$ cat config.mk
export PLATFORM = sky130hd
export DESIGN_NAME = pc_next_unit
export DESIGN_NICKNAME = d
export VERILOG_FILES = /design/src/rtl/pc_next_unit.sv
export SDC_FILE = /design/constraint.sdc
export NUM_CORES = 1
export LEC_CHECK = 0
export BUFFER_PORTS_ARGS = -buffer_cell sky130_fd_sc_hd__buf_2
export CAP_MARGIN = 25
export CORE_MARGIN = 2
export CORE_UTILIZATION = 40
export CTS_CLUSTER_SIZE = 24
export DETAILED_ROUTE_END_ITERATION = 6
export PLACE_DENSITY = 0.74
export SLEW_MARGIN = 20
export SYNTH_ARGS = -nofsm -noshare
export SYNTH_HDL_FRONTEND = slang
export SYNTH_SLANG_ARGS = --single-unit
$ cat constraint.sdc
create_clock -name i_clk -period 2.73 [get_ports i_clk]
set_clock_uncertainty 0.05 [all_clocks]
set_input_delay 0.819 -clock i_clk [delete_from_list [all_inputs] [get_ports i_clk]]
set_output_delay 0.819 -clock i_clk [all_outputs]
set_load 0.01 [all_outputs]
$ cat src/rtl/pc_next_unit.sv
// rtl/pc_next_unit.sv - program-counter register with priority next-PC select, stall hold, debug FSM and update counter
module pc_next_unit #(
   parameter int               NBITS      = 32,
   parameter logic [NBITS-1:0] RESET_PC   = '0,
   parameter int               PC_INC     = 4,
   parameter logic [NBITS-1:0] EXC_VECTOR = NBITS'(32'h0000_0080),
   parameter int               CNT_BITS   = 16
) (
   input  logic                i_clk,
   input  logic                i_reset,
   input  logic                i_run,
   input  logic                i_step,
   input  logic                i_stall,
   input  logic                i_halt_detect,
   input  logic                i_exception,
   input  logic                i_JALR,
   input  logic                i_Jump,
   input  logic                i_pcSrc,
   input  logic [NBITS-1:0]    i_rs,
   input  logic [NBITS-1:0]    i_SumadorJump,
   input  logic [NBITS-1:0]    i_SumadorBranch,
   output logic [NBITS-1:0]    o_pc,
   output logic [NBITS-1:0]    o_pc4,
   output logic                o_advance,
   output logic                o_misaligned,
   output logic [1:0]          o_state,
   output logic [CNT_BITS-1:0] o_upd_count
);

   typedef enum logic [1:0] {
      ST_IDLE   = 2'b00,
      ST_RUN    = 2'b01,
      ST_STEP   = 2'b10,
      ST_HALTED = 2'b11
   } state_t;

   state_t              state;
   logic [NBITS-1:0]    pc;
   logic [NBITS-1:0]    pc_seq;
   logic [NBITS-1:0]    next_pc;
   logic                advance;
   logic                jalr_misaligned;
   logic                misaligned;
   logic [CNT_BITS-1:0] upd_count;

   // Sequential successor; the adder wraps naturally at the register width.
   always_comb begin
      pc_seq = pc + NBITS'(PC_INC);
   end

   // The PC only moves while the debug FSM lets the core execute and nothing holds it.
   always_comb begin
      advance = ((state == ST_RUN) || (state == ST_STEP)) && !i_stall && !i_halt_detect;
   end

   // Fixed-priority target select: exception, JALR, jump, branch, sequential.
   always_comb begin
      next_pc         = pc_seq;
      jalr_misaligned = 1'b0;
      if (i_exception) begin
         next_pc = EXC_VECTOR;
      end else if (i_JALR) begin
         if (i_rs[1:0] != 2'b00) begin
            // A misaligned register target is redirected to the exception vector.
            next_pc         = EXC_VECTOR;
            jalr_misaligned = 1'b1;
         end else begin
            next_pc = i_rs;
         end
      end else if (i_Jump) begin
         next_pc = i_SumadorJump;
      end else if (i_pcSrc) begin
         next_pc = i_SumadorBranch;
      end
   end

   // PC register and the one-cycle misaligned-JALR flag; select inputs matter only on advance.
   always_ff @(posedge i_clk) begin
      if (i_reset) begin
         pc         <= RESET_PC;
         misaligned <= 1'b0;
      end else begin
         misaligned <= advance && jalr_misaligned;
         if (advance) begin
            pc <= next_pc;
         end
      end
   end

   // Retired-update counter, saturating at all ones rather than wrapping.
   always_ff @(posedge i_clk) begin
      if (i_reset) begin
         upd_count <= '0;
      end else if (advance && (upd_count != {CNT_BITS{1'b1}})) begin
         upd_count <= upd_count + 1'b1;
      end
   end

   // Debug run/step/halt state machine; HALTED is left only through reset.
   always_ff @(posedge i_clk) begin
      if (i_reset) begin
         state <= ST_IDLE;
      end else begin
         case (state)
            ST_IDLE: begin
               if (i_run) begin
                  state <= ST_RUN;
               end else if (i_step) begin
                  state <= ST_STEP;
               end
            end
            ST_RUN: begin
               if (i_halt_detect) begin
                  state <= ST_HALTED;
               end
            end
            ST_STEP: begin
               // A stalled step waits here until its single update happens.
               if (i_halt_detect) begin
                  state <= ST_HALTED;
               end else if (advance) begin
                  state <= ST_IDLE;
               end
            end
            ST_HALTED: begin
               state <= ST_HALTED;
            end
            default: begin
               state <= ST_IDLE;
            end
         endcase
      end
   end

   // Output drive.
   always_comb begin
      o_pc         = pc;
      o_pc4        = pc_seq;
      o_advance    = advance;
      o_misaligned = misaligned;
      o_state      = state;
      o_upd_count  = upd_count;
   end

endmodule

==> results.tsv <==
stage	metric	value	unit
status	run_status	complete, but fails checks	
status	violations	setup timing	
pwr	ir_drop	0.197	mV
cts	cts-root-buf	clkbuf_8	
synthesis	yosys_warnings	0	
cts	clkLatencyLatePin	0.32	ns
route	wirelength	16400	um
synthesis	synth_edf_count	0	
layout	layout_commonest_cell	buf_2	
run	cap_viol_max_count	0	
synthesis	postSynthAreaPerCell	7.59	um2
synthesis	yosysSeqAreaShare	0.263	
layout	seq_area	1040	um2
synthesis	synthXorXnorAreaFrac	0.0790	
pwr	leakage	2.70	nW
synthesis	yosysTopAreaCell	dfxtp_1	
timing	fmax	327	MHz
layout	fin_nets	860	
cts	clk_pin_slew	0.11	ns
timing	layout_setup_ws	-0.332	ns
floorplan	core	9330	um2
synthesis	ys_top_cells_by_area	dfxtp_1 26%, a21oi_1 5.2%, xnor2_1 5.0%	
timing	slew_violations	0	
cts	ctsHoldBuffers	0	
layout	syn_to_final_growth	51.1	%
grt	grt_pass1_vias	4842	
synthesis	synthSimpleGateAreaFrac	0.250	
timing	setup_viol	21	
timing	tns	-2.84	ns
synthesis	syn_nets	624	
synthesis	yosysTopAreaCellShare	0.263	
synthesis	synthFlopType	dfxtp_1	
place	place_worst_setup_slack	-0.00269	ns
hold_path	hold_class	reg -> reg	
synthesis	synth_area	3880	um2
cts	h-tree-depth	2	
synthesis	synth_cell_types	68	
critical_path	arrival	2.19	ns
place	gp_congestion	0.915	
place	port_buffers	189	
hold_path	hold_depth	2	
synthesis	synth-seq-cells	51	
cts	cts_buffers	5	
floorplan	initial_utilization	0.416	
pwr	p_total	1.98	mW
critical_path	crit_type	reg -> out	
critical_path	crit_path_max_fanout	3	
floorplan	die_x	102	um
synthesis	synth.mux.area_fraction	0.0187	
layout	n_antenna_cell	0	
synthesis	synthAdderAreaFrac	0.0226	
layout	mostFrequentLayoutCells	184 x buf_2, 67 x buf_4, 44 x nor2_1, 42 x nand2_1, 40 x a21oi_1	
hold_path	hp-start	o_upd_count[10]	
layout	fillers	818	
route	drc	0	
floorplan	io_pins	190	
floorplan	die_h	102	um
synthesis	synth_top_family_by_area	compound AO/OA/AOI/OAI gates	
timing	finalHoldViolations	0	
timing	rsz0062_at_grt	true	
grt	grt_max_degree	34	
grt	overflow	0	
critical_path	r2r_start	o_pc[3]	
grt	gr-usage-all-layers	0.291	
route	wl_per_cell	18.7	um
cts	cts_tree	yes	
floorplan	num_rows	35	
timing	whs	0.458	ns
layout	drive_above_1_share	0.452	
timing	tightest_slew	0.644	ns
synthesis	async_flop_share	0	
synthesis	syn-instance-count	511	
grt	grt_pass1_wl	23900	um
route	via_count	5277	
synthesis	synth-compound-area-share	0.301	
cts	cts.sinks	51	
critical_path	rr_worst_depth	14	
timing	finalCriticalPeriod	3.06	ns
critical_path	startpoint_type	flip-flop	
place	dp_hpwl	11800	um
critical_path	r2r_slack	0.08	ns
critical_path	cp-end-kind	primary output	
floorplan	dieArea	10500	um2
critical_path	required	1.86	ns
pwr	powerDensity	338	nW/um2
critical_path	r2r-end	o_pc[26]	
timing	relSlewSlack	0.570	
route	vias_per_cell	6.02	
layout	multiInputGateArea	2900	um2
timing	period_share	1.12	
grt	antenna_found_initial	0	
hold_path	min_to	o_upd_count[10]	
route	drtIter0Drc	423	
layout	final_util	0.628	
cts	clockBufferDepth	2	
route	firstDrtPassIters	6	
route	antenna_left	0	
==> state kept, by name (all words and copies together) (netlist names) <==
register / flops
o_state: 2
o_upd_count: 16
o_misaligned: 1
o_pc: 32
==> kinds of logic (layout without fill, tap and decap cells) <==
logic type               count (synthesis)  after routing
AO/OA/AOI/OAI                          166            166
XOR/XNOR                                35             35
adder cells (fa/ha/maj)                  7              7
buffers and inverters                   55            292
flip-flops                              51             51
multiplexers                             7              7
AND/OR/NAND/NOR                        190            190
==> Yosys cell counts (6+ instances only) <==
library cell,n
clkbuf_1,26
o22ai_1,7
a32oi_1,7
ha_1,7
or2_2,8
o21a_1,6
a21oi_1,40
a32o_1,6
nand4_1,9
nor4_1,9
nand3_1,24
xor2_1,13
nor3_1,12
inv_1,16
nand2_1,42
a21o_1,6
o21ai_0,22
a22oi_1,7
and3_1,6
a22o_1,7
o31ai_1,9
nor2_1,48
dfxtp_1,51
xnor2_1,22
==> worst max-delay path: stages, from the launching register on <==
cell     delay, ns
dfxtp_2       0.37
ha_4          0.13
nand4_1       0.17
or3_4         0.38
or4_4         0.55
xnor2_4       0.15
buf_6         0.13
==> metal layers <==
metal  track usage  share of wire
met1         0.376           0.38
met2         0.476           0.46
met3        0.0410           0.11
met4         0.145          0.055
met5             0              0
==> area by class of cell <==
cell class,count,area share
multi-input cells,405,0.495
inverters,18,0.0115
clock buffers,7,0.0130
clock inverters,1,0.000854
well taps,129,0.0275
flip-flops and latches,51,0.178
repair buffers,266,0.274
==> how the worst max path moves through the flow <==
stage / cells after the start / endpoint / slack (ns) / start
after floorplan: 5 / o_pc4[28] / 0.01 / o_pc[7]
after CTS: 6 / o_pc4[28] / -0.29 / o_pc[3]
after global placement: 6 / o_pc4[28] / 0.04 / o_pc[2]
final: 6 / o_pc4[28] / -0.33 / o_pc[3]
after global routing: 6 / o_pc4[28] / -0.39 / o_pc[3]
after detailed placement: 6 / o_pc[20] / -0.003 / i_halt_detect
==> report_power, final <==
group          leakage [nW]  internal (mW)  total, mW  switching [mW]
combinational          2.24          0.306      0.695           0.389
sequential            0.419          0.787      0.832          0.0442
clock                0.0422          0.181      0.453           0.272
==> per-stage QoR <==
| stage | std cells | instance area, um2 |
|---|---|---|
| 5_1_grt | 877 | 5860 |
| 3_5_place_dp | 841 | 5220 |
| 3_3_place_gp | 841 | 5220 |
| 4_1_cts | 864 | 5600 |
| 6_report | 877 | 5860 |
| 2_1_floorplan | 511 | 3910 |
==> repair_timing <==
action,in CTS,in global routing
setup endpoints to repair,19,24
setup buffers,16,15
pin swaps,13,29
gates resized for setup,38,36
No activity file was read; power rests on OpenSTA's default activity.
